`config.mk`:
```
export PLATFORM = sky130hd
export DESIGN_NAME = tff_bank_arbiter
export DESIGN_NICKNAME = d
export VERILOG_FILES = /design/src/rtl/tff_bank_arbiter_pkg.sv /design/src/rtl/tff_bank.sv /design/src/rtl/tff_bank_arbiter.sv
export SDC_FILE = /design/constraint.sdc
export NUM_CORES = 1
export LEC_CHECK = 0
export CORE_MARGIN = 2
export CORE_UTILIZATION = 48
export DETAILED_ROUTE_END_ITERATION = 8
export GPL_ROUTABILITY_DRIVEN = 1
export PLACE_DENSITY_LB_ADDON = 0.25
export SYNTH_ARGS = -nofsm -noshare
export SYNTH_HDL_FRONTEND = slang
export SYNTH_HIERARCHICAL = 1
export SYNTH_SLANG_ARGS = --single-unit
```
`constraint.sdc`:
```
create_clock -name clk -period 2.3 [get_ports clk]
set_clock_uncertainty 0.15 [all_clocks]
set_input_delay 0.46 -clock clk [delete_from_list [all_inputs] [get_ports clk]]
set_output_delay 0.46 -clock clk [all_outputs]
set_load 0.05 [all_outputs]
```
`src/rtl/tff_bank_arbiter_pkg.sv`:
```
// Shared definitions for the T flip-flop bank arbiter.
//   state_e   : arbiter FSM state encoding (IDLE / APPLY / GAP)
//   GAP_CNT_W : width of the quiet-gap counter (HOLD_CYC range 0..15)
package tff_bank_arbiter_pkg;

  typedef enum logic [1:0] {
    IDLE  = 2'd0,
    APPLY = 2'd1,
    GAP   = 2'd2
  } state_e;

  localparam int GAP_CNT_W = 4;

endpackage

```
`src/rtl/tff_bank.sv`:
```
// Bank of WIDTH T flip-flops with per-bit toggle enable.
//   clk    : rising-edge clock
//   rst_n  : asynchronous active-low reset, clears every bit
//   clr_i  : synchronous clear, wins over any toggle in the same cycle
//   t_en_i : per-bit toggle enable
//   q_o    : flip-flop outputs
module tff_bank #(
  parameter int WIDTH = 4
) (
  input  logic             clk,
  input  logic             rst_n,
  input  logic             clr_i,
  input  logic [WIDTH-1:0] t_en_i,
  output logic [WIDTH-1:0] q_o
);

  logic [WIDTH-1:0] q_q;
  logic [WIDTH-1:0] q_d;

  // NOTE: q_d gets its default before any conditional override so no path
  // leaves it unassigned, which keeps this block free of inferred latches.
  always_comb begin
    q_d = q_q ^ t_en_i;
    if (clr_i) q_d = '0;
  end

  // NOTE: state registers use non-blocking assignments so every flop
  // samples the pre-edge values, independent of block ordering.
  always_ff @(posedge clk or negedge rst_n) begin
    if (!rst_n) q_q <= '0;
    else        q_q <= q_d;
  end

  assign q_o = q_q;

endmodule

```
`src/rtl/tff_bank_arbiter.sv`:
```
// Round-robin arbiter/sequencer in front of a shared T flip-flop bank.
// One requester is granted at a time; its mask toggles the bank for exactly
// one cycle (APPLY), then a quiet gap of HOLD_CYC cycles (GAP) follows.
//   clk   : rising-edge clock
//   reset : asynchronous active-low reset
//   req   : level-sensitive request lines, one per requester
//   mask  : flattened toggle masks, slice i = mask[i*WIDTH +: WIDTH]
//   clr   : synchronous clear of the bank, has priority over a toggle
//   gnt   : one-hot grant, high during APPLY only
//   ack   : one-cycle pulse when the toggled value first appears on q
//   busy  : high in APPLY and GAP
//   q     : bank state
module tff_bank_arbiter
  import tff_bank_arbiter_pkg::*;
#(
  parameter int N_REQ    = 4,
  parameter int WIDTH    = 4,
  parameter int HOLD_CYC = 2
) (
  input  logic                   clk,
  input  logic                   reset,
  input  logic [N_REQ-1:0]       req,
  input  logic [N_REQ*WIDTH-1:0] mask,
  input  logic                   clr,
  output logic [N_REQ-1:0]       gnt,
  output logic                   ack,
  output logic                   busy,
  output logic [WIDTH-1:0]       q
);

  localparam int PTR_W = $clog2(N_REQ);

  // The counter is loaded with HOLD_CYC-1 on entry to GAP and leaves GAP
  // on the cycle it reads zero, giving exactly HOLD_CYC GAP cycles.
  localparam logic [GAP_CNT_W-1:0] GAP_LOAD =
    GAP_CNT_W'((HOLD_CYC > 0) ? HOLD_CYC - 1 : 0);

  state_e                 state_q;
  logic [PTR_W-1:0]       ptr_q;
  logic [PTR_W-1:0]       winner_q;
  logic [PTR_W-1:0]       winner_d;
  logic                   found_d;
  logic [WIDTH-1:0]       mask_latch_q;
  logic [GAP_CNT_W-1:0]   gap_cnt_q;
  logic [N_REQ-1:0]       gnt_q;
  logic                   ack_q;
  logic [WIDTH-1:0]       t_en;

  // Search upward from the pointer with wrap-around; first set bit wins.
  always_comb begin
    winner_d = '0;
    found_d  = 1'b0;
    for (int k = 0; k < N_REQ; k++) begin
      if (!found_d && req[(int'(ptr_q) + k) % N_REQ]) begin
        found_d  = 1'b1;
        winner_d = PTR_W'((int'(ptr_q) + k) % N_REQ);
      end
    end
  end

  always_ff @(posedge clk or negedge reset) begin
    if (!reset) begin
      state_q      <= IDLE;
      ptr_q        <= '0;
      winner_q     <= '0;
      // NOTE: the mask latch is reset along with the control state so a
      // toggle interrupted by reset can never leak into the bank later.
      mask_latch_q <= '0;
      gap_cnt_q    <= '0;
      gnt_q        <= '0;
      ack_q        <= 1'b0;
    end else begin
      ack_q <= 1'b0;
      case (state_q)
        IDLE: begin
          if (found_d) begin
            state_q      <= APPLY;
            winner_q     <= winner_d;
            gnt_q        <= N_REQ'(1) << winner_d;
            mask_latch_q <= mask[int'(winner_d)*WIDTH +: WIDTH];
          end
        end
        APPLY: begin
          // The bank toggles on this same edge, so ack lines up with new q.
          ack_q <= 1'b1;
          gnt_q <= '0;
          ptr_q <= (winner_q == PTR_W'(N_REQ - 1)) ? '0 : winner_q + 1'b1;
          if (HOLD_CYC > 0) begin
            state_q   <= GAP;
            gap_cnt_q <= GAP_LOAD;
          end else begin
            state_q <= IDLE;
          end
        end
        GAP: begin
          if (gap_cnt_q == '0) state_q   <= IDLE;
          else                 gap_cnt_q <= gap_cnt_q - 1'b1;
        end
        default: state_q <= IDLE;
      endcase
    end
  end

  assign t_en = (state_q == APPLY) ? mask_latch_q : '0;

  tff_bank #(
    .WIDTH (WIDTH)
  ) u_bank (
    .clk    (clk),
    .rst_n  (reset),
    .clr_i  (clr),
    .t_en_i (t_en),
    .q_o    (q)
  );

  assign gnt  = gnt_q;
  assign ack  = ack_q;
  assign busy = (state_q == APPLY) || (state_q == GAP);

endmodule
```
# --- Word-level counts from Yosys, hierarchy flattened ---
# Cells that the tools add are included.
op_classes:
  n_addsub: 5
  magnitude_cmp: 4
  eq_ne: 6
  shift: 2
  mux: 30
  bitwise_logic: 4
  reduce_logical: 18
op_table:
  columns: ["operator", "count"]
  rows:
  - ["4-bit 2-to-1 mux", 4]
  - ["4-bit case mux with 2 select lines", 2]
  - ["16-bit by 5-bit indexed part select with 4-bit output", 1]
  - ["2-bit 2-to-1 mux", 7]
  - ["3-bit by 4-bit < comparator with 1-bit output, second input constant", 3]
  - ["1-bit 2-to-1 mux", 12]
  - ["1-bit binary-select mux with 2-bit select", 4]
  - ["2-bit AND reduction", 4]
  - ["2-bit inequality test, second input constant", 3]
  - ["2-bit case mux with 3 select lines", 1]
  - ["2-bit OR reduction", 3]
  - ["2-bit by 1-bit adder with 2-bit output, second input constant", 2]
  - ["2-bit adder, second input constant", 2]
  - ["2-bit == test, second input constant", 2]
  - ["4-bit zero test", 1]
  - ["2-bit nonzero test", 2]
  - ["1-bit by 2-bit << shifter with 4-bit output, first input constant", 1]
  - ["4-bit by 1-bit subtractor with 4-bit output, second input constant", 1]
  - ["4-bit bitwise XOR", 1]
  - ["1-bit bitwise AND, first input constant", 3]
  - ["1-bit logical AND", 3]
  - ["1-bit zero test", 3]
  - ["2-bit by 3-bit < comparator with 1-bit output, second input constant", 1]
  - ["2-bit by 1-bit == test with 1-bit output, second input constant", 1]
  - ["other kinds (2)", 2]
word_totals:
  ff_bits: 23
  input_bits: 23
  output_inout_bits: 10
  word_cells: 77

# --- Longest topological paths before layout ---
depth:
  word_depth: 17
  depth_mapped: 6
  ltp_nobuf: 6

# --- By module ---
# Netlist, hierarchy kept.
modules_own_cells:
  columns: ["module", "instances", "cells_each", "area_per_inst_um2", "seq_area_each_um2"]
  rows:
  - ["tff_bank_arbiter", 1, 114, 1104.8, 475.5]
  - ["tff_bank", 1, 12, 150.1, 100.1]

# --- Worst setup path before layout ---
# Ideal clock, no wire load.
synth_path:
  path_kind: "register -> register"
  startpoint: "register ptr_q[1]"
  endpoint: "register mask_latch_q[0]"
  setup_time_ns: 0.104
  arrival_ns: 1.414
  t_required_ns: 2.046
  setup_slack_ns: 0.633
  stages_incl_launch_ff: 7
  path_buffers: 1
  period_less_slack_ns: 1.667
  cell_sequence: "dfrtp_1 mux2i_1 o2bb2ai_2 or2_1 buf_6 mux2i_1 a221oi_1"
synth_via:
  elab_chain_cells: 13
  word_cells_on_any_way: 30
  cone_classes: "3 x add/sub; 1 x shift; 19 x mux; 7 x reduce/logical"
synth_lines:
  columns: ["element", "line", "source"]
  rows:
  - ["start, declared", "tff_bank_arbiter.sv:39", "logic [PTR_W-1:0] ptr_q;"]
  - ["start signal, assigned", "tff_bank_arbiter.sv:87", "ptr_q <= (winner_q == PTR_W'(N_REQ - 1)) ? '0 : winner_q + 1'b1;"]
  - ["2-bit by 1-bit adder with 2-bit output or 1-bit binary-select mux with 2-bit select (tied branches)", "tff_bank_arbiter.sv:54, tff_bank_arbiter.sv:56", null]
  - ["1-bit binary-select mux with 2-bit select or 1-bit 2-to-1 mux (tied branches)", "tff_bank_arbiter.sv:54", "if (!found_d && req[(int'(ptr_q) + k) % N_REQ]) begin"]
  - ["1-bit 2-to-1 mux (implied by the code)", "tff_bank_arbiter.sv:54", null]
  - ["1-bit 2-to-1 mux (implied by the code) or 1-bit zero test (tied branches)", "tff_bank_arbiter.sv:54", null]
  - ["1-bit logical AND", "tff_bank_arbiter.sv:54", null]
  - ["1-bit 2-to-1 mux", "tff_bank_arbiter.sv:54", null]
  - ["1-bit zero test", "tff_bank_arbiter.sv:54", null]
  - ["1-bit logical AND", "tff_bank_arbiter.sv:54", null]
  - ["1-bit 2-to-1 mux", "tff_bank_arbiter.sv:54", null]
  - ["1-bit zero test", "tff_bank_arbiter.sv:54", null]
  - ["1-bit logical AND", "tff_bank_arbiter.sv:54", null]
  - ["2-bit 2-to-1 mux or 1-bit 2-to-1 mux (tied branches)", "tff_bank_arbiter.sv:54", null]
  - ["16-bit by 5-bit indexed part select with 4-bit output or 2-bit AND reduction (tied branches)", null, null]
  - ["end signal, assigned", "tff_bank_arbiter.sv:80", "mask_latch_q <= mask[int'(winner_d)*WIDTH +: WIDTH];"]
  - ["end, declared", "tff_bank_arbiter.sv:43", "logic [WIDTH-1:0] mask_latch_q;"]
# Several ways; a longest one is shown, not always the timed one. The select of a mux whose other input is x is not followed.
# A chain may end at the register's enable or synchronous reset.

# --- Final worst setup path ---
layout_path:
  startpoint: "register gnt_q[0] (netlist: gnt[0])"
  endpoint: "output port gnt[0]"
layout_lines:
  columns: ["element", "line", "source"]
  rows:
  - ["start, declared", "tff_bank_arbiter.sv:45", "logic [N_REQ-1:0] gnt_q;"]
  - ["start signal, assigned", "tff_bank_arbiter.sv:79", "gnt_q <= N_REQ'(1) << winner_d;"]
  - ["end, declared", "tff_bank_arbiter.sv:25", "output logic [N_REQ-1:0] gnt,"]
# No word-level cell between the ends.

==> run metrics <==
Setup WS post-layout roughly 0.15 ns; layout overhead on the synthesized area 33.10%; Final setup violation count 0; number of flops mapped to enable cells by yosys 0; critical path arrival approximately 1.5 ns; Worst slew margin 0.6223; number of rows in the core area 18; global-route total usage across every layer 0.2065; Remaining Overflow, GRT 0; number of distinct library cell variants in the gate-level netlist after synthesis 33; pin count of the biggest net entering global routing 24; launching element type of the critical path register; Worst-Margin Slew around 0.57 ns; cell with the largest stage delay on the worst path sky130_fd_sc_hd__clkdlybuf4s50_1; multi-input combinational cell area about 640 sq um; DRC errors left 0; run status finished, final reports clean; net count reported at finish 195; max-cap violation count 0; net count after synthesis roughly 150; Post-CTS Setup Inserts 0; synthesized flop and latch total 23; starting DRC count in detailed routing 10; wire length of the first global-routing pass 4443 um; ratio of cells with drive above 1 in the final layout 0.1145; standard cell core area roughly 2500 sq um; post-synthesis area per instance around 10 sq um; kind of path behind the tightest hold check in -> async; Hold Worst Slack 0.3302 ns; routed len/inst roughly 14 um; # H-tree levels 1; utilization of the core after routing 0.6742; Setup crit end kind output port; residual antenna-violating net count after detailed routing 0; instance count of the mapped netlist about 130; Port Buffer Count 32; Yosys warnings 6; number of global-route vias before repair 1,015; Storage cell area around 580 sq um; post-synthesis instance area 1255 sq um; fin cells about 200; Main synth FF type sky130_fd_sc_hd__dfrtp_1; setup repair after global routing missed its margin no; clock-pin slew of the registers on the worst-case setup and hold paths between 0.1 and 0.15 ns; total length of routed wires 2682 um; Seq/Total Area, Yosys 0.4586; required time of the critical path approximately 1.7 ns; pins over their slew limit 0; overall die area roughly 3000 sq um; Avg Vias per Cell around 5.2; most frequent standard cell in the layout excluding fill and tap cells sky130_fd_sc_hd__clkdlybuf4s50_1; via count 1,013; die outline height 55.13 um; largest incremental delay on the critical path 0.83 ns; TritonCTS clock tree done; cell-by-cell listing of the critical path clkdlybuf4s50_1; critical path's top delay family buffers and inverters; fmax around 470 MHz; dpl ws -0.1020 ns; Ant. Diodes 0; clock tree root driver cell sky130_fd_sc_hd__clkbuf_4; Routability Congestion 0.8045; crit path time final approximately 2.1 ns; leakage power figure ~0.74 nW; Bufs on Longest Clock Path 2; count of endpoints failing hold in the final timing report 0; Worst-Skew Late Latency slightly above 0.3 ns; number of sinks handled by clock tree synthesis 23; detailed-placement wirelength estimate approximately 2200 um; Max FO, Critical Path 3; post-route standard cell area excluding fillers 1670 sq um; power per standard cell area about 1300 nW/um^2; Placed Area 1643 sq um; number of primary I/O pins 33; layout filler cell count about 200; CTS buffer count 3; period utilization 0.9337; effective utilization at floorplan 0.5066; hold buffer count at CTS 0; number of buffer and inverter stages on the critical path 1; proportion of synthesized flip-flops having asynchronous set or reset 1.000; Horiz. Die Dim around 55 um; worst setup path class reg -> out; placed instance count 192; drt pass-1 iters 3; most used cells in the layout excluding fill and tap cells 31 x sky130_fd_sc_hd__clkdlybuf4s50_1, 23 x sky130_fd_sc_hd__dfrtp_1, 14 x sky130_fd_sc_hd__nor2_1; maximum vdd drop between 0.8 and 0.9 mV; initial antenna violation count 0; count of instances resized after the clock tree is built 0
[stage by stage]
| step | total power, mW | setup TNS [ns] |
|---|---|---|
| 2_1_floorplan | 1.676 | 0 |
| 3_3_place_gp | 2.017 | 0 |
| 3_5_place_dp | 2.081 | -0.3830 |
| 4_1_cts | 2.266 | 0 |
| 5_1_grt | 2.426 | 0 |
| 6_report | 2.245 | 0 |
[cell usage after synthesis, types with 5 or more instances]
cell type | instances | area, sq um
sky130_fd_sc_hd__and2_1 | 5 | 31.28
sky130_fd_sc_hd__mux2i_1 | 10 | 100.1
sky130_fd_sc_hd__inv_1 | 5 | 18.77
sky130_fd_sc_hd__ha_1 | 5 | 62.56
sky130_fd_sc_hd__nor2_1 | 14 | 52.55
sky130_fd_sc_hd__a21oi_1 | 7 | 35.03
sky130_fd_sc_hd__nor2b_1 | 6 | 37.54
sky130_fd_sc_hd__nand2_1 | 10 | 37.54
sky130_fd_sc_hd__dfrtp_1 | 23 | 575.6
[sequential cells by signal (all words and copies together) (netlist names)]
name,count
winner_q,2
gap_cnt_q,4
gnt,4
ack,1
mask_latch_q,4
ptr_q,2
u_bank/q_o,4
state_q,2
[metal layers]
layer | track usage | share of wire | vias up
met3 | 0.03495 | 0.025 | 4
met4 | 0.05691 | 0.0078 | 0
met5 | 0 | 0 | -
li1 | - | - | 519
met1 | 0.2500 | 0.43 | 475
met2 | 0.3750 | 0.54 | 15
[layout make-up]
cell class                      count  area share
Clock buffer                        3     0.01348
Multi-Input combinational cell     95      0.3835
Sequential cell                    23      0.3446
Timing Repair Buffer               39      0.2217
Clock inverter                      1    0.002996
Inverter                            5     0.01124
Tap cell                           30     0.02247
[where the power goes]
part	total (mW)	switching (mW)	leakage [nW]	internal, mW
registers	0.726	0.139	0.288	0.587
clock network	0.186	0.121	0.0177	0.0648
logic	1.33	0.770	0.439	0.563
total	2.25	1.03	0.745	1.21
[logic make-up (layout without fill, tap and decap cells)]
group	after synthesis	after routing	share of synthesized area
buf+inv	8	48	0.03090
fa+ha+maj	5	5	0.04985
xor+xnor	5	5	0.03489
mux	12	12	0.09771
flops	23	23	0.4586
simple gates	47	47	0.1884
compound gates	26	26	0.1396
[worst paths after layout]
check | from | endpoint | slack [ns] | depth (start not counted)
worst min register to register | gap_cnt_q[0] | gap_cnt_q[0] | 0.37 | 1
worst min-delay path | reset | gap_cnt_q[3] | 0.33 | 2
worst max-delay path | gnt[0] | gnt[0] | 0.15 | 1
max in group asynchronous | reset | gnt[2] | 1.44 | 2
worst max register to register | ptr_q[1] | mask_latch_q[0] | 0.33 | 5
min in group clk | gap_cnt_q[0] | gap_cnt_q[0] | 0.37 | 1
Note: power is estimated with default switching activity, not from simulation.
